### config.mk
export PLATFORM = sky130hd
export DESIGN_NAME = prog_loader
export DESIGN_NICKNAME = d
export VERILOG_FILES = /design/src/rtl/prog_loader_pkg.sv /design/src/rtl/prog_loader_addr_counter.sv /design/src/rtl/prog_loader.sv
export SDC_FILE = /design/constraint.sdc
export NUM_CORES = 1
export LEC_CHECK = 0
export BUFFER_PORTS_ARGS = -buffer_cell sky130_fd_sc_hd__buf_4
export CAP_MARGIN = 20
export CORE_MARGIN = 2
export CORE_UTILIZATION = 38
export DETAILED_ROUTE_END_ITERATION = 7
export GPL_ROUTABILITY_DRIVEN = 0
export GPL_TIMING_DRIVEN = 0
export PLACE_DENSITY_LB_ADDON = 0.2
export SLEW_MARGIN = 20
export SYNTH_ARGS = -nofsm -noshare
export SYNTH_HDL_FRONTEND = slang
export SYNTH_SLANG_ARGS = --single-unit
### constraint.sdc
create_clock -name clk -period 3.1 [get_ports clk]
set_input_delay 0.155 -clock clk [delete_from_list [all_inputs] [get_ports clk]]
set_output_delay 0.155 -clock clk [all_outputs]
set_load 0.005 [all_outputs]
### src/rtl/prog_loader_pkg.sv
// Shared types for the program loader: FSM states and the
// registered output bundle decoded from each state.
package prog_loader_pkg;

  typedef enum logic [2:0] {
    LOADER_IDLE,
    LOADER_WAIT_BYTE,
    LOADER_DRIVE_ADDR,
    LOADER_DRIVE_DATA,
    LOADER_DONE,
    LOADER_ERROR
  } loader_state_e;

  typedef struct packed {
    logic in_ready;
    logic bus_oe;
    logic c_mi;
    logic c_ri;
    logic cpu_hold;
    logic done;
    logic error;
  } loader_out_t;

  localparam int unsigned ADDR_W = 8;
  localparam int unsigned CNT_W  = 9;
  localparam logic [CNT_W-1:0] CNT_LAST_SLOT = 9'd255;

  function automatic loader_out_t decode_out(
    input loader_state_e s
  );
    loader_out_t o;
    o          = '0;
    o.cpu_hold = 1'b1;
    case (s)
      LOADER_WAIT_BYTE:  o.in_ready = 1'b1;
      LOADER_DRIVE_ADDR: begin
        o.bus_oe = 1'b1;
        o.c_mi   = 1'b1;
      end
      LOADER_DRIVE_DATA: begin
        o.bus_oe = 1'b1;
        o.c_ri   = 1'b1;
      end
      LOADER_DONE: begin
        o.done     = 1'b1;
        o.cpu_hold = 1'b0;
      end
      LOADER_ERROR:      o.error = 1'b1;
      default:           o.cpu_hold = 1'b1;
    endcase
    return o;
  endfunction

endpackage

### src/rtl/prog_loader_addr_counter.sv
// RAM write address (wrapping) and bytes-written count for
// the program loader.
module prog_loader_addr_counter
  import prog_loader_pkg::*;
#(
  parameter logic [ADDR_W-1:0] START_ADDR = 8'h00
) (
  input  logic              clk,
  input  logic              reset,
  input  logic              i_clr,
  input  logic              i_inc,
  output logic [ADDR_W-1:0] o_addr,
  output logic [CNT_W-1:0]  o_count,
  output logic              o_last_slot
);

  logic [ADDR_W-1:0] r_addr;
  logic [CNT_W-1:0]  r_count;

  always_ff @(posedge clk) begin
    if (reset || i_clr) begin
      r_addr  <= START_ADDR;
      r_count <= '0;
    end else if (i_inc) begin
      r_addr  <= r_addr + 1'b1;
      r_count <= r_count + 1'b1;
    end
  end

  assign o_addr      = r_addr;
  assign o_count     = r_count;
  // The byte now being written is the 256th one
  assign o_last_slot = (r_count == CNT_LAST_SLOT);

endmodule

### src/rtl/prog_loader.sv
// Bus-master loader: writes a handshaked byte stream into RAM
// via MAR/RAM strobes while holding the CPU in reset.
module prog_loader
  import prog_loader_pkg::*;
#(
  parameter logic [7:0] START_ADDR = 8'h00
) (
  input  logic       clk,
  input  logic       reset,
  input  logic       start,
  input  logic [7:0] in_data,
  input  logic       in_valid,
  input  logic       in_last,
  output logic       in_ready,
  output logic [7:0] bus_out,
  output logic       bus_oe,
  output logic       c_mi,
  output logic       c_ri,
  output logic       cpu_hold,
  output logic       done,
  output logic       error,
  output logic [8:0] count
);

  loader_state_e r_state;
  loader_state_e w_nxt;
  loader_out_t   r_out;
  logic [7:0]    r_bus;
  logic [7:0]    w_bus_nxt;
  logic [7:0]    r_byte;
  logic          r_last;
  logic [7:0]    w_addr;
  logic          w_last_slot;
  logic          w_idle_like;
  logic          w_accept;
  logic          w_clr;
  logic          w_inc;

  assign w_idle_like = (r_state == LOADER_IDLE)
                    || (r_state == LOADER_DONE)
                    || (r_state == LOADER_ERROR);
  assign w_accept = (r_state == LOADER_WAIT_BYTE) && in_valid;
  assign w_clr    = start && w_idle_like;
  assign w_inc    = (r_state == LOADER_DRIVE_DATA);

  prog_loader_addr_counter #(
    .START_ADDR(START_ADDR)
  ) u_cnt (
    .clk        (clk),
    .reset      (reset),
    .i_clr      (w_clr),
    .i_inc      (w_inc),
    .o_addr     (w_addr),
    .o_count    (count),
    .o_last_slot(w_last_slot)
  );

  always_comb begin
    w_nxt = r_state;
    unique case (r_state)
      LOADER_IDLE,
      LOADER_DONE,
      LOADER_ERROR: begin
        if (start) w_nxt = LOADER_WAIT_BYTE;
      end
      LOADER_WAIT_BYTE: begin
        if (w_accept) w_nxt = LOADER_DRIVE_ADDR;
      end
      LOADER_DRIVE_ADDR: w_nxt = LOADER_DRIVE_DATA;
      LOADER_DRIVE_DATA: begin
        if (r_last)           w_nxt = LOADER_DONE;
        else if (w_last_slot) w_nxt = LOADER_ERROR;
        else                  w_nxt = LOADER_WAIT_BYTE;
      end
      default: w_nxt = LOADER_IDLE;
    endcase
  end

  // Bus value is registered with the state so it is stable all cycle
  always_comb begin
    w_bus_nxt = '0;
    if (w_nxt == LOADER_DRIVE_ADDR) w_bus_nxt = w_addr;
    if (w_nxt == LOADER_DRIVE_DATA) w_bus_nxt = r_byte;
  end

  always_ff @(posedge clk) begin
    if (reset) begin
      r_state <= LOADER_IDLE;
      r_out   <= decode_out(LOADER_IDLE);
      r_bus   <= '0;
      r_byte  <= '0;
      r_last  <= 1'b0;
    end else begin
      r_state <= w_nxt;
      r_out   <= decode_out(w_nxt);
      r_bus   <= w_bus_nxt;
      if (w_accept) begin
        r_byte <= in_data;
        r_last <= in_last;
      end
    end
  end

  assign in_ready = r_out.in_ready;
  assign bus_oe   = r_out.bus_oe;
  assign c_mi     = r_out.c_mi;
  assign c_ri     = r_out.c_ri;
  assign cpu_hold = r_out.cpu_hold;
  assign done     = r_out.done;
  assign error    = r_out.error;
  assign bus_out  = r_bus;

endmodule

==> results by group <==
Outcome
  – Run status: complete, no violations

Hold path
  – Hold/Removal Path Class: in -> reg
  – Cells on Worst Hold Path: 3

Critical path
  – Worst-case register-to-register setup slack: 1.41 ns
  – Library cell appearing most often on the critical path: sky130_fd_sc_hd__buf_2
  – Critical setup path kind: reg -> reg
  – Worst path bufs/invs: 2
  – Biggest cell delay along the critical path: 0.50 ns
  – Top delay family on crit path: buffers and inverters
  – Slowest stage cell on the critical path: sky130_fd_sc_hd__o21ai_1
  – Type of origin of the critical path: flip-flop
  – Worst Path Max Fanout: 10
  – Data required time of the critical path: 3.29 ns
  – R2r worst-path depth: 5
  – Count of cell instances traversed by the critical path: 5
  – Data arrival, critical path: 1.87 ns
  – Cell Chain, Critical Path: buf_2, nor2b_1, o21ai_1, buf_2, nor2_1
  – CP endpoint kind: flip-flop

Yosys
  – Number of warning messages in the yosys log: 0
  – Leading area contributor after synthesis: sky130_fd_sc_hd__dfxtp_1
  – Synth Flop Type: sky130_fd_sc_hd__dfxtp_1
  – Synthesized netlist net count: 218
  – Sequential element share of the synthesized area: 46.2%
  – Cells after Synth: 202
  – Mean post-synth cell area: 9.44 um2
  – Leading cell types by total area after synthesis: sky130_fd_sc_hd__dfxtp_1 (46%), sky130_fd_sc_hd__o211ai_1 (6.3%), sky130_fd_sc_hd__a21oi_1 (5.5%), sky130_fd_sc_hd__nand2_1 (5.5%), sky130_fd_sc_hd__mux2i_1 (4.2%)
  – Post-synth top cells: sky130_fd_sc_hd__dfxtp_1 (44), sky130_fd_sc_hd__nand2_1 (28), sky130_fd_sc_hd__a21oi_1 (21), sky130_fd_sc_hd__o211ai_1 (16), sky130_fd_sc_hd__nor2_1 (12)
  – Synthesized cell area: 1910 um2
  – Yosys top cell area share: 46.2%
  – Number of unique standard cell types used by synthesis: 39
  – Number of flops mapped to enable cells by yosys: 0
  – Top-count cell post-synth: sky130_fd_sc_hd__dfxtp_1
  – Async S/R FF share, synth: 0%
  – Synthesis-stage register bit count: 44

Cells and area
  – Area growth from synthesis to layout: 23.3%
  – Final core utilization: 49.1%
  – Fraction of final layout cells sized beyond drive strength 1: 24.1%
  – Total number of nets in the final design: 260
  – Antenna diode count: 0
  – Number of non-filler instances in the completed layout: 312

GRT
  – Vias in the first global route: 1439
  – Number of antenna violations at the first check in global routing: 0
  – Aggregate global-route resource usage: 15.4%
  – Pin count of the biggest net entering global routing: 15
  – Global-route wire length before repair: 6560 um
  – Grt ovf: 0

Place
  – Number of instances in the placed design: 304
  – Count of port buffers added during placement: 35
  – Placement-stage worst setup slack: 1.42 ns
  – Half-perimeter wire length after detailed placement: 2780 um

CTS
  – Number of CTS-inserted buffers: 5
  – Clock latency of the later-clocked register in the worst-skew pair: 0.30 ns
  – Total number of H-tree levels: 2
  – Clock tree from TritonCTS: yes
  – Register clock-pin slew on the reported worst setup and hold paths: 0.09 ns
  – CTS Hold Bufs: 0
  – Buffers from clock root to sink, at most: 2
  – TritonCTS sink count: 44
  – CTS root buf: sky130_fd_sc_hd__clkbuf_8
  – Post-CTS sizing: 0
  – Setup Fix Bufs, Post-CTS: 0

Die
  – IO Pins: 37
  – Number of rows in the core area: 25
  – Total die area: 5600 um2
  – Die extent in y: 74.8 um
  – Core box area: 4790 um2
  – Die W: 74.8 um
  – Starting density of the core: 39.8%

STA
  – Worst slew pin tran: 0.605 ns
  – Hold violation total from the final report: 0
  – RSZ-0062 raised after global routing: no
  – Number of max-slew violations in the final report: 0
  – Final setup viols: 0
  – Final min period: 1.69 ns
  – Worst rel slew slack: 59.4%
  – Largest clock skew in the final design: 0.00928 ns
  – Top achievable clock speed: 593 MHz
  – Min setup slack post-route: 1.41 ns
  – Final worst path period share: 54.4%
  – Sum Neg Setup Slack: 0 ns

Power
  – Power per cell area: 458 nW/um2
  – Total Power: 1.08 mW
  – Worst ir drop on vdd: 0.223 mV
  – Static Leak: 0.906 nW

Route
  – Post-DRT Antenna Nets: 0
  – Iteration-0 DRC Markers: 62
  – Initial DRT Pass Iterations: 4
  – Wire length after detailed routing: 3980 um
  – Total via count in the routed design: 1547
  – Average vias per placed instance: 4.96
  – Drt wl/cell: 12.8 um
  – Drt drc: 0

Run
  – Maxcap violations: 0
## kinds of logic (layout without fill, tap and decap cells)
| group | after synthesis | count (layout) | share of synthesized area [%] |
|---|---|---|---|
| and+or+nand+nor | 74 | 74 | 22.7 |
| buffers and inverters | 18 | 61 | 5.32 |
| muxes | 8 | 8 | 4.20 |
| xor gates and xnor gates | 4 | 4 | 1.84 |
| adders and majority gates | 3 | 3 | 1.97 |
| AOI/OAI and AO/OA | 51 | 51 | 17.8 |
| DFF | 44 | 44 | 46.2 |
## worst reg2reg max path, stage by stage (launching register included)
cell                      delay, ns
sky130_fd_sc_hd__dfxtp_1       0.33
sky130_fd_sc_hd__buf_2         0.25
sky130_fd_sc_hd__nor2b_1       0.08
sky130_fd_sc_hd__o21ai_1       0.50
sky130_fd_sc_hd__buf_2         0.34
sky130_fd_sc_hd__nor2_1        0.08
## registers in the layout (all words and copies together) (netlist names)
signal and count:
bus_oe 1, error 1, r_state 3, bus_out 8, c_ri 1, u_cnt.o_addr 8, in_ready 1, c_mi 1
cpu_hold 1, r_last 1, done 1, r_byte 8, u_cnt.o_count 9
## cell usage in the layout, fill, tap and decap left out, types with 4 or more instances in the layout
cell and instances:
sky130_fd_sc_hd__a21oi_1 21, sky130_fd_sc_hd__buf_2 6, sky130_fd_sc_hd__buf_4 36, sky130_fd_sc_hd__clkbuf_1 5, sky130_fd_sc_hd__clkbuf_8 6, sky130_fd_sc_hd__dfxtp_1 44
sky130_fd_sc_hd__mux2i_1 8, sky130_fd_sc_hd__nand2_1 28, sky130_fd_sc_hd__nor2_1 12, sky130_fd_sc_hd__o211ai_1 16, sky130_fd_sc_hd__o21ai_0 4, sky130_fd_sc_hd__o31ai_1 6
sky130_fd_sc_hd__or3_1 5, sky130_fd_sc_hd__or4_1 6
## area by class of cell
type	count	area, um2
multi-input cells	140	925
clock inverters	2	15.0
plain buffers	15	90.1
flip-flops and latches	44	881
fillers	470	2430
repair buffers	35	263
well taps	67	83.8
inverters	3	11.3
clock buffers	6	82.6
## power breakdown
| part | switching (mW) | internal (mW) |
|---|---|---|
| registers | 0.00631 | 0.577 |
| logic | 0.0646 | 0.0483 |
| clock network | 0.199 | 0.180 |
## routing by layer
layer  global-route usage (%)  part of all wire [%]
met1                     20.2                    51
met2                     23.3                    42
met3                     4.82                   4.4
met4                     6.94                   2.6
met5                        0                     0
## metrics by stage
step	area, um2	hold slack, ns
2_1_floorplan	1910	0.291
3_3_place_gp	2250	0.406
3_5_place_dp	2250	0.413
4_1_cts	2350	0.0823
5_1_grt	2350	0.0897
6_report	2350	0.0884
## final timing paths
check	to	startpoint
worst min-delay path	r_byte[5]	in_data[5]
worst max register to register	u_cnt.o_count[0]	r_state[2]
worst max-delay path	u_cnt.o_count[0]	r_state[2]
worst min register to register	r_byte[6]	r_byte[6]
Note: power is estimated with default switching activity, not from simulation.
